`src/rtl/player_move_multi_if.sv`:
```
`default_nettype none
`timescale 1ns/1ps
// ============================================================================
//  Module      : player_move_multi_if
//  Description : Control, peer-position and status bundle for the
//                per-player movement engine. The master side drives buttons,
//                game state and peer positions; the slave side is the mover.
//  Revision    : 1.0 - initial release
// ============================================================================
interface player_move_multi_if #(
    parameter int NUM_OTHERS = 3,
    parameter int COORD_W    = 9
);
    logic                            left;
    logic                            right;
    logic                            up;
    logic                            down;
    logic                            chop;
    logic                            carry;
    logic [2:0]                      game_state;
    logic [1:0]                      num_players;
    logic [1:0]                      local_player_ID;
    logic [NUM_OTHERS*COORD_W-1:0]   others_x;
    logic [NUM_OTHERS*COORD_W-1:0]   others_y;
    logic [NUM_OTHERS-1:0]           others_valid;
    logic [1:0]                      player_direction;
    logic [COORD_W-1:0]              player_loc_x;
    logic [COORD_W-1:0]              player_loc_y;
    logic                            moving;
    logic                            blocked;

    modport master (
        output left, right, up, down, chop, carry,
        output game_state, num_players, local_player_ID,
        output others_x, others_y, others_valid,
        input  player_direction, player_loc_x, player_loc_y, moving, blocked
    );

    modport slave (
        input  left, right, up, down, chop, carry,
        input  game_state, num_players, local_player_ID,
        input  others_x, others_y, others_valid,
        output player_direction, player_loc_x, player_loc_y, moving, blocked
    );
endinterface
`default_nettype wire

```
`src/rtl/player_move_multi.sv`:
```
`default_nettype none
`timescale 1ns/1ps
// ============================================================================
//  Module      : player_move_multi
//  Description : Per-frame player movement engine. Steps once per vsync
//                falling edge with hold-to-run acceleration, saturating
//                field clamps and four-direction box collision against peers.
//  Revision    : 1.0 - initial release
// ============================================================================
module player_move_multi #(
    parameter int NUM_OTHERS  = 3,
    parameter int COORD_W     = 9,
    parameter int X_MIN       = 144,
    parameter int X_MAX       = 464,
    parameter int Y_MIN       = 144,
    parameter int Y_MAX       = 304,
    parameter int BOX         = 32,
    parameter int STEP        = 4,
    parameter int RUN_STEP    = 8,
    parameter int RAMP_FRAMES = 16
) (
    input  wire logic         vsync,
    input  wire logic         reset,
    player_move_multi_if.slave io
);
    // One extra bit so that +step never wraps before the clamp sees it.
    localparam int W1 = COORD_W + 1;

    localparam logic [W1-1:0] XMIN_W    = W1'(X_MIN);
    localparam logic [W1-1:0] XMAX_W    = W1'(X_MAX);
    localparam logic [W1-1:0] YMIN_W    = W1'(Y_MIN);
    localparam logic [W1-1:0] YMAX_W    = W1'(Y_MAX);
    localparam logic [W1-1:0] BOX_W     = W1'(BOX);
    localparam logic [W1-1:0] STEP_W    = W1'(STEP);
    localparam logic [W1-1:0] RUN_W     = W1'(RUN_STEP);
    localparam logic [4:0]    RAMP_C    = 5'(RAMP_FRAMES);

    localparam logic [1:0]    DIR_LEFT  = 2'd0;
    localparam logic [1:0]    DIR_RIGHT = 2'd1;
    localparam logic [1:0]    DIR_UP    = 2'd2;
    localparam logic [1:0]    DIR_DOWN  = 2'd3;
    localparam logic [2:0]    GS_PLAY   = 3'd2;

    // Unsigned distance between two widened coordinates.
    function automatic logic [W1-1:0] abs_diff(input logic [W1-1:0] a,
                                               input logic [W1-1:0] b);
        return (a >= b) ? (a - b) : (b - a);
    endfunction

    logic [COORD_W-1:0] pos_x;
    logic [COORD_W-1:0] pos_y;
    logic [1:0]         direction;
    logic               moving_q;
    logic               blocked_q;
    logic [4:0]         run_cnt;
    logic [1:0]         prev_dir;
    logic               prev_valid;

    logic [COORD_W-1:0] spawn_x;
    logic [COORD_W-1:0] spawn_y;
    logic               active;
    logic               req_any;
    logic [1:0]         req_dir;
    logic               req_horiz;
    logic [4:0]         cnt_next;
    logic [W1-1:0]      step;
    logic [W1-1:0]      cur_x;
    logic [W1-1:0]      cur_y;
    logic [W1-1:0]      tgt_x;
    logic [W1-1:0]      tgt_y;
    logic               pos_changes;
    logic [NUM_OTHERS-1:0] peer_block;
    logic               any_block;

    // Spawn slot from the player count and this player's index; any index
    // outside the current player count falls back to the field centre.
    always_comb begin
        spawn_x = COORD_W'(304);
        spawn_y = COORD_W'(208);
        case ({io.num_players, io.local_player_ID})
            4'b01_00: begin spawn_x = COORD_W'(208); spawn_y = COORD_W'(208); end
            4'b01_01: begin spawn_x = COORD_W'(400); spawn_y = COORD_W'(208); end
            4'b10_00: begin spawn_x = COORD_W'(304); spawn_y = COORD_W'(176); end
            4'b10_01: begin spawn_x = COORD_W'(208); spawn_y = COORD_W'(272); end
            4'b10_10: begin spawn_x = COORD_W'(400); spawn_y = COORD_W'(272); end
            4'b11_00: begin spawn_x = COORD_W'(208); spawn_y = COORD_W'(176); end
            4'b11_01: begin spawn_x = COORD_W'(400); spawn_y = COORD_W'(176); end
            4'b11_10: begin spawn_x = COORD_W'(208); spawn_y = COORD_W'(272); end
            4'b11_11: begin spawn_x = COORD_W'(400); spawn_y = COORD_W'(272); end
            default:  begin spawn_x = COORD_W'(304); spawn_y = COORD_W'(208); end
        endcase
    end

    // Request decode (up > down > left > right), run ramp and step size.
    always_comb begin
        active    = (io.game_state == GS_PLAY) && !io.chop;
        req_any   = io.up | io.down | io.left | io.right;
        if (io.up)        req_dir = DIR_UP;
        else if (io.down) req_dir = DIR_DOWN;
        else if (io.left) req_dir = DIR_LEFT;
        else              req_dir = DIR_RIGHT;
        req_horiz = (req_dir == DIR_LEFT) || (req_dir == DIR_RIGHT);

        if (prev_valid && (prev_dir == req_dir))
            cnt_next = (run_cnt >= RAMP_C) ? RAMP_C : run_cnt + 5'd1;
        else
            cnt_next = 5'd0;

        step = ((cnt_next == RAMP_C) && !io.carry) ? RUN_W : STEP_W;
    end

    // Clamped target position; subtraction is guarded so it never wraps.
    always_comb begin
        cur_x = {1'b0, pos_x};
        cur_y = {1'b0, pos_y};
        tgt_x = cur_x;
        tgt_y = cur_y;
        case (req_dir)
            DIR_LEFT:  tgt_x = (cur_x < XMIN_W + step) ? XMIN_W : cur_x - step;
            DIR_RIGHT: tgt_x = (cur_x + step > XMAX_W) ? XMAX_W : cur_x + step;
            DIR_UP:    tgt_y = (cur_y < YMIN_W + step) ? YMIN_W : cur_y - step;
            default:   tgt_y = (cur_y + step > YMAX_W) ? YMAX_W : cur_y + step;
        endcase
        pos_changes = (tgt_x != cur_x) || (tgt_y != cur_y);
    end

    // Per-peer box test. A peer that already overlaps us only blocks moves
    // that bring us closer along the moved axis, so overlaps can be escaped.
    generate
        for (genvar i = 0; i < NUM_OTHERS; i++) begin : g_peer
            logic [W1-1:0] ox;
            logic [W1-1:0] oy;
            logic [W1-1:0] dx_t;
            logic [W1-1:0] dy_t;
            logic [W1-1:0] dx_c;
            logic [W1-1:0] dy_c;
            logic          hit_t;
            logic          hit_c;
            logic          moving_away;

            assign ox          = {1'b0, io.others_x[i*COORD_W +: COORD_W]};
            assign oy          = {1'b0, io.others_y[i*COORD_W +: COORD_W]};
            assign dx_t        = abs_diff(tgt_x, ox);
            assign dy_t        = abs_diff(tgt_y, oy);
            assign dx_c        = abs_diff(cur_x, ox);
            assign dy_c        = abs_diff(cur_y, oy);
            assign hit_t       = (dx_t < BOX_W) && (dy_t < BOX_W);
            assign hit_c       = (dx_c < BOX_W) && (dy_c < BOX_W);
            assign moving_away = req_horiz ? (dx_t >= dx_c) : (dy_t >= dy_c);
            assign peer_block[i] = io.others_valid[i] && hit_t
                                   && !(hit_c && moving_away);
        end
    endgenerate

    assign any_block = |peer_block;

    // Frame update on the falling edge of vsync; reset wins over everything.
    always_ff @(negedge vsync) begin
        if (reset) begin
            pos_x      <= spawn_x;
            pos_y      <= spawn_y;
            direction  <= DIR_DOWN;
            moving_q   <= 1'b0;
            blocked_q  <= 1'b0;
            run_cnt    <= 5'd0;
            prev_dir   <= DIR_DOWN;
            prev_valid <= 1'b0;
        end else if (!active || !req_any) begin
            moving_q   <= 1'b0;
            blocked_q  <= 1'b0;
            run_cnt    <= 5'd0;
            prev_valid <= 1'b0;
        end else begin
            direction  <= req_dir;
            prev_dir   <= req_dir;
            prev_valid <= 1'b1;
            if (any_block) begin
                moving_q  <= 1'b0;
                blocked_q <= 1'b1;
                run_cnt   <= 5'd0;
            end else begin
                pos_x     <= tgt_x[COORD_W-1:0];
                pos_y     <= tgt_y[COORD_W-1:0];
                moving_q  <= pos_changes;
                blocked_q <= 1'b0;
                run_cnt   <= cnt_next;
            end
        end
    end

    assign io.player_direction = direction;
    assign io.player_loc_x     = pos_x;
    assign io.player_loc_y     = pos_y;
    assign io.moving           = moving_q;
    assign io.blocked          = blocked_q;

endmodule
`default_nettype wire

```
`src/flat_wrapper.sv`:
```
// flat-port wrapper written by rule: the top's interface ports become plain ports
module player_move_multi_flat 
#(
    parameter int NUM_OTHERS  = 3,
    parameter int COORD_W     = 9,
    parameter int X_MIN       = 144,
    parameter int X_MAX       = 464,
    parameter int Y_MIN       = 144,
    parameter int Y_MAX       = 304,
    parameter int BOX         = 32,
    parameter int STEP        = 4,
    parameter int RUN_STEP    = 8,
    parameter int RAMP_FRAMES = 16
)
  (vsync, reset, io_left, io_right, io_up, io_down, io_chop, io_carry, io_game_state, io_num_players, io_local_player_ID, io_others_x, io_others_y, io_others_valid, io_player_direction, io_player_loc_x, io_player_loc_y, io_moving, io_blocked);
  player_move_multi_if #(.NUM_OTHERS(NUM_OTHERS), .COORD_W(COORD_W)) io_i ();
  input  wire logic vsync;
  input  wire logic reset;
  input wire logic [$bits(io_i.left)-1:0] io_left;
  input wire logic [$bits(io_i.right)-1:0] io_right;
  input wire logic [$bits(io_i.up)-1:0] io_up;
  input wire logic [$bits(io_i.down)-1:0] io_down;
  input wire logic [$bits(io_i.chop)-1:0] io_chop;
  input wire logic [$bits(io_i.carry)-1:0] io_carry;
  input wire logic [$bits(io_i.game_state)-1:0] io_game_state;
  input wire logic [$bits(io_i.num_players)-1:0] io_num_players;
  input wire logic [$bits(io_i.local_player_ID)-1:0] io_local_player_ID;
  input wire logic [$bits(io_i.others_x)-1:0] io_others_x;
  input wire logic [$bits(io_i.others_y)-1:0] io_others_y;
  input wire logic [$bits(io_i.others_valid)-1:0] io_others_valid;
  output wire logic [$bits(io_i.player_direction)-1:0] io_player_direction;
  output wire logic [$bits(io_i.player_loc_x)-1:0] io_player_loc_x;
  output wire logic [$bits(io_i.player_loc_y)-1:0] io_player_loc_y;
  output wire logic [$bits(io_i.moving)-1:0] io_moving;
  output wire logic [$bits(io_i.blocked)-1:0] io_blocked;
  assign io_i.left = io_left;
  assign io_i.right = io_right;
  assign io_i.up = io_up;
  assign io_i.down = io_down;
  assign io_i.chop = io_chop;
  assign io_i.carry = io_carry;
  assign io_i.game_state = io_game_state;
  assign io_i.num_players = io_num_players;
  assign io_i.local_player_ID = io_local_player_ID;
  assign io_i.others_x = io_others_x;
  assign io_i.others_y = io_others_y;
  assign io_i.others_valid = io_others_valid;
  assign io_player_direction = io_i.player_direction;
  assign io_player_loc_x = io_i.player_loc_x;
  assign io_player_loc_y = io_i.player_loc_y;
  assign io_moving = io_i.moving;
  assign io_blocked = io_i.blocked;
  player_move_multi #(.NUM_OTHERS(NUM_OTHERS), .COORD_W(COORD_W), .X_MIN(X_MIN), .X_MAX(X_MAX), .Y_MIN(Y_MIN), .Y_MAX(Y_MAX), .BOX(BOX), .STEP(STEP), .RUN_STEP(RUN_STEP), .RAMP_FRAMES(RAMP_FRAMES)) u_core (.vsync(vsync), .reset(reset), .io(io_i));
endmodule
```
`config.mk`:
```
export PLATFORM = sky130hd
export DESIGN_NAME = player_move_multi_flat
export DESIGN_NICKNAME = d
export VERILOG_FILES = /design/src/rtl/player_move_multi_if.sv /design/src/rtl/player_move_multi.sv /design/src/flat_wrapper.sv
export SDC_FILE = /design/constraint.sdc
export NUM_CORES = 1
export LEC_CHECK = 0
export ABC_AREA = 1
export CORE_ASPECT_RATIO = 2
export CORE_MARGIN = 2
export CORE_UTILIZATION = 42
export CTS_CLUSTER_SIZE = 14
export DETAILED_ROUTE_END_ITERATION = 8
export HOLD_SLACK_MARGIN = 0.08
export PLACE_DENSITY_LB_ADDON = 0.3
export SETUP_SLACK_MARGIN = 0.2
export SYNTH_ARGS = -nofsm -noshare
export SYNTH_HDL_FRONTEND = slang
export SYNTH_SLANG_ARGS = --single-unit
```
`constraint.sdc`:
```
create_clock -name vsync -period 14.9 [get_ports vsync]
set_input_delay 3.725 -clock vsync [delete_from_list [all_inputs] [get_ports vsync]]
set_output_delay 3.725 -clock vsync [all_outputs]
set_load 0.005 [all_outputs]
```
# After elaboration in Yosys (flattened, before gate mapping)
# Memories as Yosys holds them, arrays and structs flattened.
# Index checks and enable logic that the tools add are counted.
dict set report op_classes {
  add_sub_neg 30
  mul 0
  div 0
  n_lt_le_gt_ge 35
  n_eq_ne 9
  shift 0
  muxes 35
  n_bitwise 3
  reduce_logical 34
}
# operator n
set ops {}
lappend ops {{2-to-1 mux 10 bit} 16}
lappend ops {{< comparator 10 x 6 -> 1 bit (second input constant)} 12}
lappend ops {{subtractor 9 x 9 -> 10 bit} 12}
lappend ops {{subtractor 9 x 10 -> 10 bit} 8}
lappend ops {{greater-or-equal comparator 10 bit} 6}
lappend ops {{greater-or-equal comparator 10 x 9 -> 1 bit} 6}
lappend ops {{subtractor 10 x 9 -> 10 bit} 6}
lappend ops {{greater-or-equal comparator 9 bit} 6}
lappend ops {{2-to-1 mux 9 bit} 6}
lappend ops {{one-hot mux 10 bit (2 select lines)} 2}
lappend ops {{adder 9 x 10 -> 10 bit} 2}
lappend ops {{> comparator 10 x 9 -> 1 bit (second input constant)} 2}
lappend ops {{< comparator 9 x 10 -> 1 bit} 2}
lappend ops {{!= test 10 x 9 -> 1 bit} 2}
lappend ops {{logical AND 1 bit} 18}
lappend ops {{adder 8 x 10 -> 10 bit (first input constant)} 1}
lappend ops {{2-to-1 mux 5 bit} 2}
lappend ops {{logical NOT 1 bit} 7}
lappend ops {{2-to-1 mux 1 bit} 6}
lappend ops {{adder 5 x 1 -> 5 bit (second input constant)} 1}
lappend ops {{equality test 5 bit (second input constant)} 1}
lappend ops {{greater-or-equal comparator 5 bit (second input constant)} 1}
lappend ops {{OR reduction 5 bit} 1}
lappend ops {{2-to-1 mux 2 bit} 2}
lappend ops {{12 further kinds} 18}
dict set report totals {
  reg_bits 28
  latch_bits 0
  ram_bits 0
  mem_bits_ro 128
  in_bits 72
  out_inout_bits 22
  elab_cells 154
  mem_count 1
}
# name depth word_bits read_ports rd_clocked_by_memory_dff write_ports line
set memory_table {}
lappend memory_table {{(name not given)} 16 8 1 0 0 player_move_multi.sv:80} ;# case ({io.num_players, io.local_player_ID})

# Longest topological paths before layout
# Gate-level depths: netlist (run 1).
dict set report depth {
  word_depth 24
  depth_mapped 53
}

==> results of run 1 <==
-- synthesized netlist by cell type (8+ instances only) --
cell	instances	area share
a21o_1	14	0.0068
a21oi_1	184	0.060
buf_2	17	0.0055
dfxtp_1	10	0.013
edfxtp_1	18	0.035
fa_1	28	0.036
ha_1	297	0.24
inv_1	369	0.090
inv_2	9	0.0022
mux2i_1	31	0.020
nand2_1	868	0.21
nand2_2	22	0.0089
nand3_1	180	0.058
nand4_1	49	0.020
nand4_2	8	0.0065
nor2_1	226	0.055
nor2_2	22	0.0089
nor3_1	12	0.0039
o211ai_1	8	0.0039
o21a_1	10	0.0049
o21ai_0	94	0.030
o21bai_1	16	0.0078
or2_2	8	0.0032
xnor2_1	14	0.0079
xor2_1	44	0.025
-- final cells by class --
cell class                 count  share of cell area
inverter                     378              0.0628
multi-input combinational   2190               0.614
tap                          454              0.0244
timing repair buffer         752               0.259
clock inverter                29             0.00478
clock buffer                   3             0.00322
sequential                    28              0.0318
-- repair_timing --
| action | CTS | global route |
|---|---|---|
| buffers inserted | 35 | 16 |
| cloned | 0 | 1 |
| resized for setup | 155 | 150 |
| setup endpoints to repair | 41 | 40 |
| pin swaps | 72 | 54 |
-- power groups by stage --
stage / combinational (mW) / sequential [mW] / clock [mW]
2_1_floorplan: 0.857 / 0.0982 / 0.0118
3_3_place_gp: 1.48 / 0.100 / 0.0118
3_5_place_dp: 1.52 / 0.100 / 0.0118
4_1_cts: 1.62 / 0.0991 / 0.100
5_1_grt: 1.87 / 0.0997 / 0.110
6_report: 1.72 / 0.100 / 0.0994
-- routing by layer --
layer  up-vias  track usage  wire, um
met5         -            0         0
met4         0        0.374      9470
met3       488       0.0458      3750
met2       938        0.682     37000
met1      9599        0.307     22500
li1       9999            -         -
-- critical path: cells and delay by family --
kind / cells / cell delay [ns]
buf+inv: 12 / 1.52
compound gates: 5 / 0.83
fa+ha+maj: 3 / 1.04
simple gates: 23 / 2.69
xor+xnor: 2 / 0.36
mux: 1 / 0.18
-- stage by stage --
| stage | instances | utilization | worst slack, ns |
|---|---|---|---|
| 6_report | 3834 | 0.640 | -2.87 |
| 5_1_grt | 3834 | 0.640 | -3.15 |
| 4_1_cts | 3817 | 0.621 | -2.54 |
| 3_5_place_dp | 3751 | 0.592 | -3.77 |
| 3_3_place_gp | 3751 | 0.592 | -3.58 |
| 2_1_floorplan | 2631 | - | -2.46 |
-- registers in the layout (all words and copies together) (netlist names) --
register and flops:
u_core.io.player_loc_y 9, u_core.io.moving 1, u_core.io.player_loc_x 9, u_core.run_cnt 5, u_core.prev_valid 1, u_core.io.blocked 1
u_core.io.player_direction 2
-- worst min path at each step --
stage | startpoint | end | depth (start not counted)
floorplan | u_core.io.player_direction[0]$_SDFFE_NP1P_ | u_core.io.player_direction[0]$_SDFFE_NP1P_ | 2
global placement | u_core.run_cnt[4]$_SDFF_NP0_ | u_core.run_cnt[4]$_SDFF_NP0_ | 4
detailed placement | u_core.run_cnt[4]$_SDFF_NP0_ | u_core.run_cnt[4]$_SDFF_NP0_ | 4
CTS | u_core.run_cnt[4]$_SDFF_NP0_ | u_core.run_cnt[4]$_SDFF_NP0_ | 4
global route | u_core.run_cnt[4]$_SDFF_NP0_ | u_core.run_cnt[4]$_SDFF_NP0_ | 4
finish | u_core.run_cnt[4]$_SDFF_NP0_ | u_core.run_cnt[4]$_SDFF_NP0_ | 4
-- cell families after synthesis --
kind of cell | share of synthesized area
AND/OR/NAND/NOR | 0.388
buffers and inverters | 0.106
AO/OA/AOI/OAI | 0.128
adder cells (fa/ha/maj) | 0.276
XOR/XNOR | 0.0339
multiplexers | 0.0201
flip-flops | 0.0479
==> results.json, run 1 <==
{
  "setup-tns-final_ns": -70.79,
  "synthToLayoutAreaGrowth_pct": 50.6,
  "relSlewSlack": 0.424,
  "cap_violations": 0,
  "synth_nets": 3028,
  "failed_checks": "negative setup slack",
  "rows": 99,
  "min-delay-path-class": "register to register",
  "cts-htree-levels": 1,
  "multi_input_area_um2": 14300,
  "vdd_drop_max_v": 0.0000610,
  "final_common_cell": "nand2_1",
  "worstPathArrival_ns": 10.38,
  "dp_hpwl_um": 59700,
  "switching_share": 0.532,
  "cts_tree": "yes",
  "die_h_um": 275,
  "cp-start-kind": "input port",
  "n_antenna_cell": 0,
  "end_kind": "register",
  "whs_ns": 0.576,
  "ys.warnings.count": 0,
  "p_switching_mw": 1.02,
  "dieArea_um2": 38500,
  "cts_max_path_buffers": 2,
  "crit_start": "io_left",
  "gr-usage-all-layers": 0.359,
  "cp_data_required_time_ns": 7.51,
  "final_max_slew_viol_count": 0,
  "tightest_slew_ns": 0.865,
  "place_area_um2": 21600,
  "io_buffers": 93,
  "r2r-end": "u_core.io.player_loc_y[0]$_SDFFCE_NP0P_",
  "clkPwrFrac": 0.052,
  "p_per_area_nw_per_um2": 82.4,
  "ys_ff_latch": 28,
  "hold_viol": 0,
  "cts_root_buf": "clkbuf_16",
  "fin_ws_ns": -2.87,
  "route.detailed.wl_per_inst_um": 19.0,
  "r2r_start": "u_core.io.player_direction[0]$_SDFFE_NP1P_",
  "clk_latency_ns": 0.39,
  "stdcell_area_um2": 23300,
  "die_w_um": 140,
  "clkTransAtPathRegs_ns": 0.03,
  "setup_viol": 27,
  "critPathSlowestCell": "fa_2",
  "fin_total_pwr_mw": 1.92,
  "regArea_um2": 741,
  "p_leak_nw": 12.9,
  "grt_first_pass_wirelength_um": 108000,
  "yosys_most_used_dff": "edfxtp_1",
  "combPwrFrac": 0.896,
  "critPathKind": "input port to register",
  "drive_gt1_frac": 0.290,
  "path_common_cell": "buf_6",
  "synth_edf_count": 18,
  "cts_buffers": 3,
  "gp_routability_congestion": 1.04,
  "grt_start_max_net_pins": 19,
  "via_per_inst": 5.48,
  "status": "finished with violations",
  "synth_cell_types": 50,
  "cpPeakStageDelay_ns": 0.54,
  "pin_count": 94,
  "drt_iter0_markers": 1204,
  "nets": 3778,
  "crit_fanout": 8,
  "reg2regPathDepth": 44,
  "antenna_found_initial": 0,
  "drt.antenna.violating_nets": 0,
  "drc": 0,
  "fillers": 3346,
  "rsz0062_at_grt": "true",
  "synthArstFlopShare": 0,
  "r2r_slack_ns": 7.77,
  "dr.pass1.iters": 7,
  "holdBufCountCts": 0,
  "initial_core_util": 0.425,
  "timing.clock.skew_ns": 0.0374,
  "grt_pass1_vias": 21500,
  "clkSinkCount": 28,
  "drt-total-wl_um": 72700,
  "syn-instance-count": 2631,
  "overflow": 0,
  "yosysSeqAreaShare": 0.0479,
  "synth.avg_cell_area_um2": 5.88,
  "seq_power_share": 0.052,
  "cp-endpoint": "u_core.io.player_loc_y[0]$_SDFFCE_NP0P_",
  "internal_power_uw": 898,
  "vias": 21000,
  "syn-cell-area_um2": 15500,
  "core_um2": 36400,
  "final_cell_mix": "nand2_1, buf_4, inv_1"
}
Power figures use the tool's default switching activity.
==> run 2: changes to the inputs <==
--- a/config.mk
+++ b/config.mk
@@ -14,6 +14,7 @@
 export HOLD_SLACK_MARGIN = 0.08
 export PLACE_DENSITY_LB_ADDON = 0.3
 export SETUP_SLACK_MARGIN = 0.2
+export SLEW_MARGIN = 0
 export SYNTH_ARGS = -nofsm -noshare
 export SYNTH_HDL_FRONTEND = slang
 export SYNTH_SLANG_ARGS = --single-unit
==> constraint.sdc (replaced) <==
create_clock -name vsync -period 17.19 [get_ports vsync]
set_input_delay 4.2975 -clock vsync [delete_from_list [all_inputs] [get_ports vsync]]
set_output_delay 4.2975 -clock vsync [all_outputs]
set_load 0.005 [all_outputs]
==> run 2 against run 1 <==
The flow still finishes with violations (negative setup slack). Clock skew fell by 0.0024 ns. Non-clock buffer count is 156 lower. Clock power shrank 14%. Sequential share of layout area is 0.16 points higher. Critical path type unchanged. Largest power group unchanged. Highest routed layer unchanged.
==> results.json, run 2 (synthesis gave the netlist of run 1 again) <==
{
  "fin_ws_ns": -2.37,
  "cts_tree": "yes",
  "p_per_area_nw_per_um2": 73.7,
  "drt-total-wl_um": 72600,
  "pin_count": 94,
  "gr-usage-all-layers": 0.361,
  "final_cell_mix": "nand2_1, buf_4, inv_1",
  "clkPwrFrac": 0.052,
  "via_per_inst": 5.50,
  "cp.depth": 42,
  "synthToLayoutAreaGrowth_pct": 43.2,
  "die_h_um": 275,
  "whs_ns": 0.580,
  "io_buffers": 93,
  "placed_cells": 3610,
  "pre_cts_slack_ns": -3.37,
  "clkTransAtPathRegs_ns": 0.04,
  "relSlewSlack": 0.495,
  "p_leak_nw": 12.2,
  "rsz0062_at_grt": "true",
  "dr.pass1.iters": 8,
  "setup_viol": 25,
  "fillers": 3585,
  "cts_root_buf": "clkbuf_16",
  "vdd_drop_max_v": 0.0000489,
  "critPathSlowestCell": "fa_2",
  "internal_power_uw": 746,
  "rows": 99,
  "core_um2": 36400,
  "critPathKind": "input port to register",
  "initial_core_util": 0.425,
  "antenna_found_initial": 1,
  "vias": 20200,
  "route.detailed.wl_per_inst_um": 19.7,
  "min_path_cells": 2,
  "min-delay-path-class": "register to register",
  "timing.clock.skew_ns": 0.0351,
  "grt_first_pass_wirelength_um": 108000,
  "n_antenna_cell": 0,
  "drt_iter0_markers": 1190,
  "dieArea_um2": 38500,
  "crit_fanout": 8,
  "die_w_um": 140,
  "grt_start_max_net_pins": 19,
  "dp_hpwl_um": 61000,
  "p_switching_uw": 887,
  "stdcell_area_um2": 22200,
  "hold_viol": 0,
  "cp-start-kind": "input port",
  "drt.antenna.violating_nets": 0,
  "final_max_slew_viol_count": 0,
  "place_area_um2": 20500,
  "cap_violations": 0,
  "status": "finished with violations",
  "tightest_slew_ns": 0.757,
  "path_delay_family": "simple AND/OR/NAND/NOR gates",
  "end_kind": "register",
  "drive_gt1_frac": 0.255,
  "clkSinkCount": 28,
  "cts_buffers": 3,
  "overflow": 0,
  "layoutNonFillerInstCount": 3677,
  "holdBufCountCts": 0,
  "clk_latency_ns": 0.38,
  "drc": 0,
  "combPwrFrac": 0.896,
  "nets": 3621,
  "switching_share": 0.543,
  "gp_routability_congestion": 1.04,
  "final_common_cell": "nand2_1",
  "cp_data_required_time_ns": 8.66,
  "path_common_cell": "nand2_2",
  "cts_max_path_buffers": 2,
  "cts-htree-levels": 1,
  "worstPathArrival_ns": 11.03,
  "reg2regPathDepth": 40,
  "grt_pass1_vias": 20700,
  "failed_checks": "negative setup slack",
  "cpPeakStageDelay_ns": 0.53,
  "fin_total_pwr_mw": 1.63,
  "seq_power_share": 0.052,
  "critical_path_buf_inv_count": 13
}
-- run 2: cell types whose count changed in the layout (fill, tap and decap cells not counted), moves of 6 or more --
cell     previous run  this run
buf_4             626       473
ha_1              267       256
ha_4               27        38
inv_1             361       367
nand2_1           813       819
-- run 2: per-stage QoR --
stage | TNS (ns) | util
2_1_floorplan | -42.82 | -
3_3_place_gp | -77.73 | 0.564
3_5_place_dp | -81.35 | 0.564
4_1_cts | -46.14 | 0.586
5_1_grt | -64.79 | 0.609
6_report | -56.63 | 0.609
-- run 2: worst paths after layout --
check             slack (ns)                                          to                                       start
setup / recovery       -2.37     u_core.io.player_loc_y[1]$_SDFFCE_NP0P_                                     io_left
hold / removal          0.58  u_core.io.player_direction[0]$_SDFFE_NP1P_  u_core.io.player_direction[0]$_SDFFE_NP1P_
setup reg to reg       10.01     u_core.io.player_loc_y[1]$_SDFFCE_NP0P_  u_core.io.player_direction[0]$_SDFFE_NP1P_
hold reg to reg         0.58  u_core.io.player_direction[0]$_SDFFE_NP1P_  u_core.io.player_direction[0]$_SDFFE_NP1P_
-- run 2: power by group through the flow --
stage / Sequential, mW / Combinational [mW] / Clock [mW]
5_1_grt: 0.0851 / 1.60 / 0.0927
4_1_cts: 0.0846 / 1.34 / 0.0851
2_1_floorplan: 0.0851 / 0.743 / 0.0102
3_5_place_dp: 0.0855 / 1.30 / 0.0102
3_3_place_gp: 0.0855 / 1.27 / 0.0102
6_report: 0.0851 / 1.46 / 0.0851
-- run 2: final cells by class --
class | instances | area, um^2 | share of cell area
timing repair buffer | 596 | 4890 | 0.221
clock inverter | 29 | 111 | 0.00503
sequential | 28 | 741 | 0.0334
tap | 454 | 568 | 0.0256
multi-input combinational | 2189 | 14300 | 0.646
clock buffer | 3 | 75.1 | 0.00339
inverter | 378 | 1450 | 0.0655
-- run 2: worst register-to-register path: cells and delay by family, from the launching register on --
family,cells,cell delay [ns]
simple gates,19,2.58
flops,1,0.44
buf+inv,12,1.56
mux,1,0.22
xor+xnor,2,0.36
fa+ha+maj,3,1.19
compound gates,3,0.54
-- run 2: layer usage --
| metal | vias to the layer above | GRT usage | part of all wire | wire, um |
|---|---|---|---|---|
| met3 | 492 | 0.0435 | 0.046 | 3360 |
| li1 | 9677 | - | - | - |
| met1 | 9150 | 0.299 | 0.30 | 21800 |
| met4 | 0 | 0.368 | 0.13 | 9650 |
| met2 | 892 | 0.706 | 0.52 | 37800 |
| met5 | - | 0 | 0 | 0 |
-- run 2: timing repair --
item                                    4_1_cts  5_1_grt
gates resized for setup                     141      145
hold endpoints to repair                      0        0
buffers inserted                             17       18
gates cloned                                  0        1
pin swaps                                    27       70
endpoints found under the setup margin       29       26
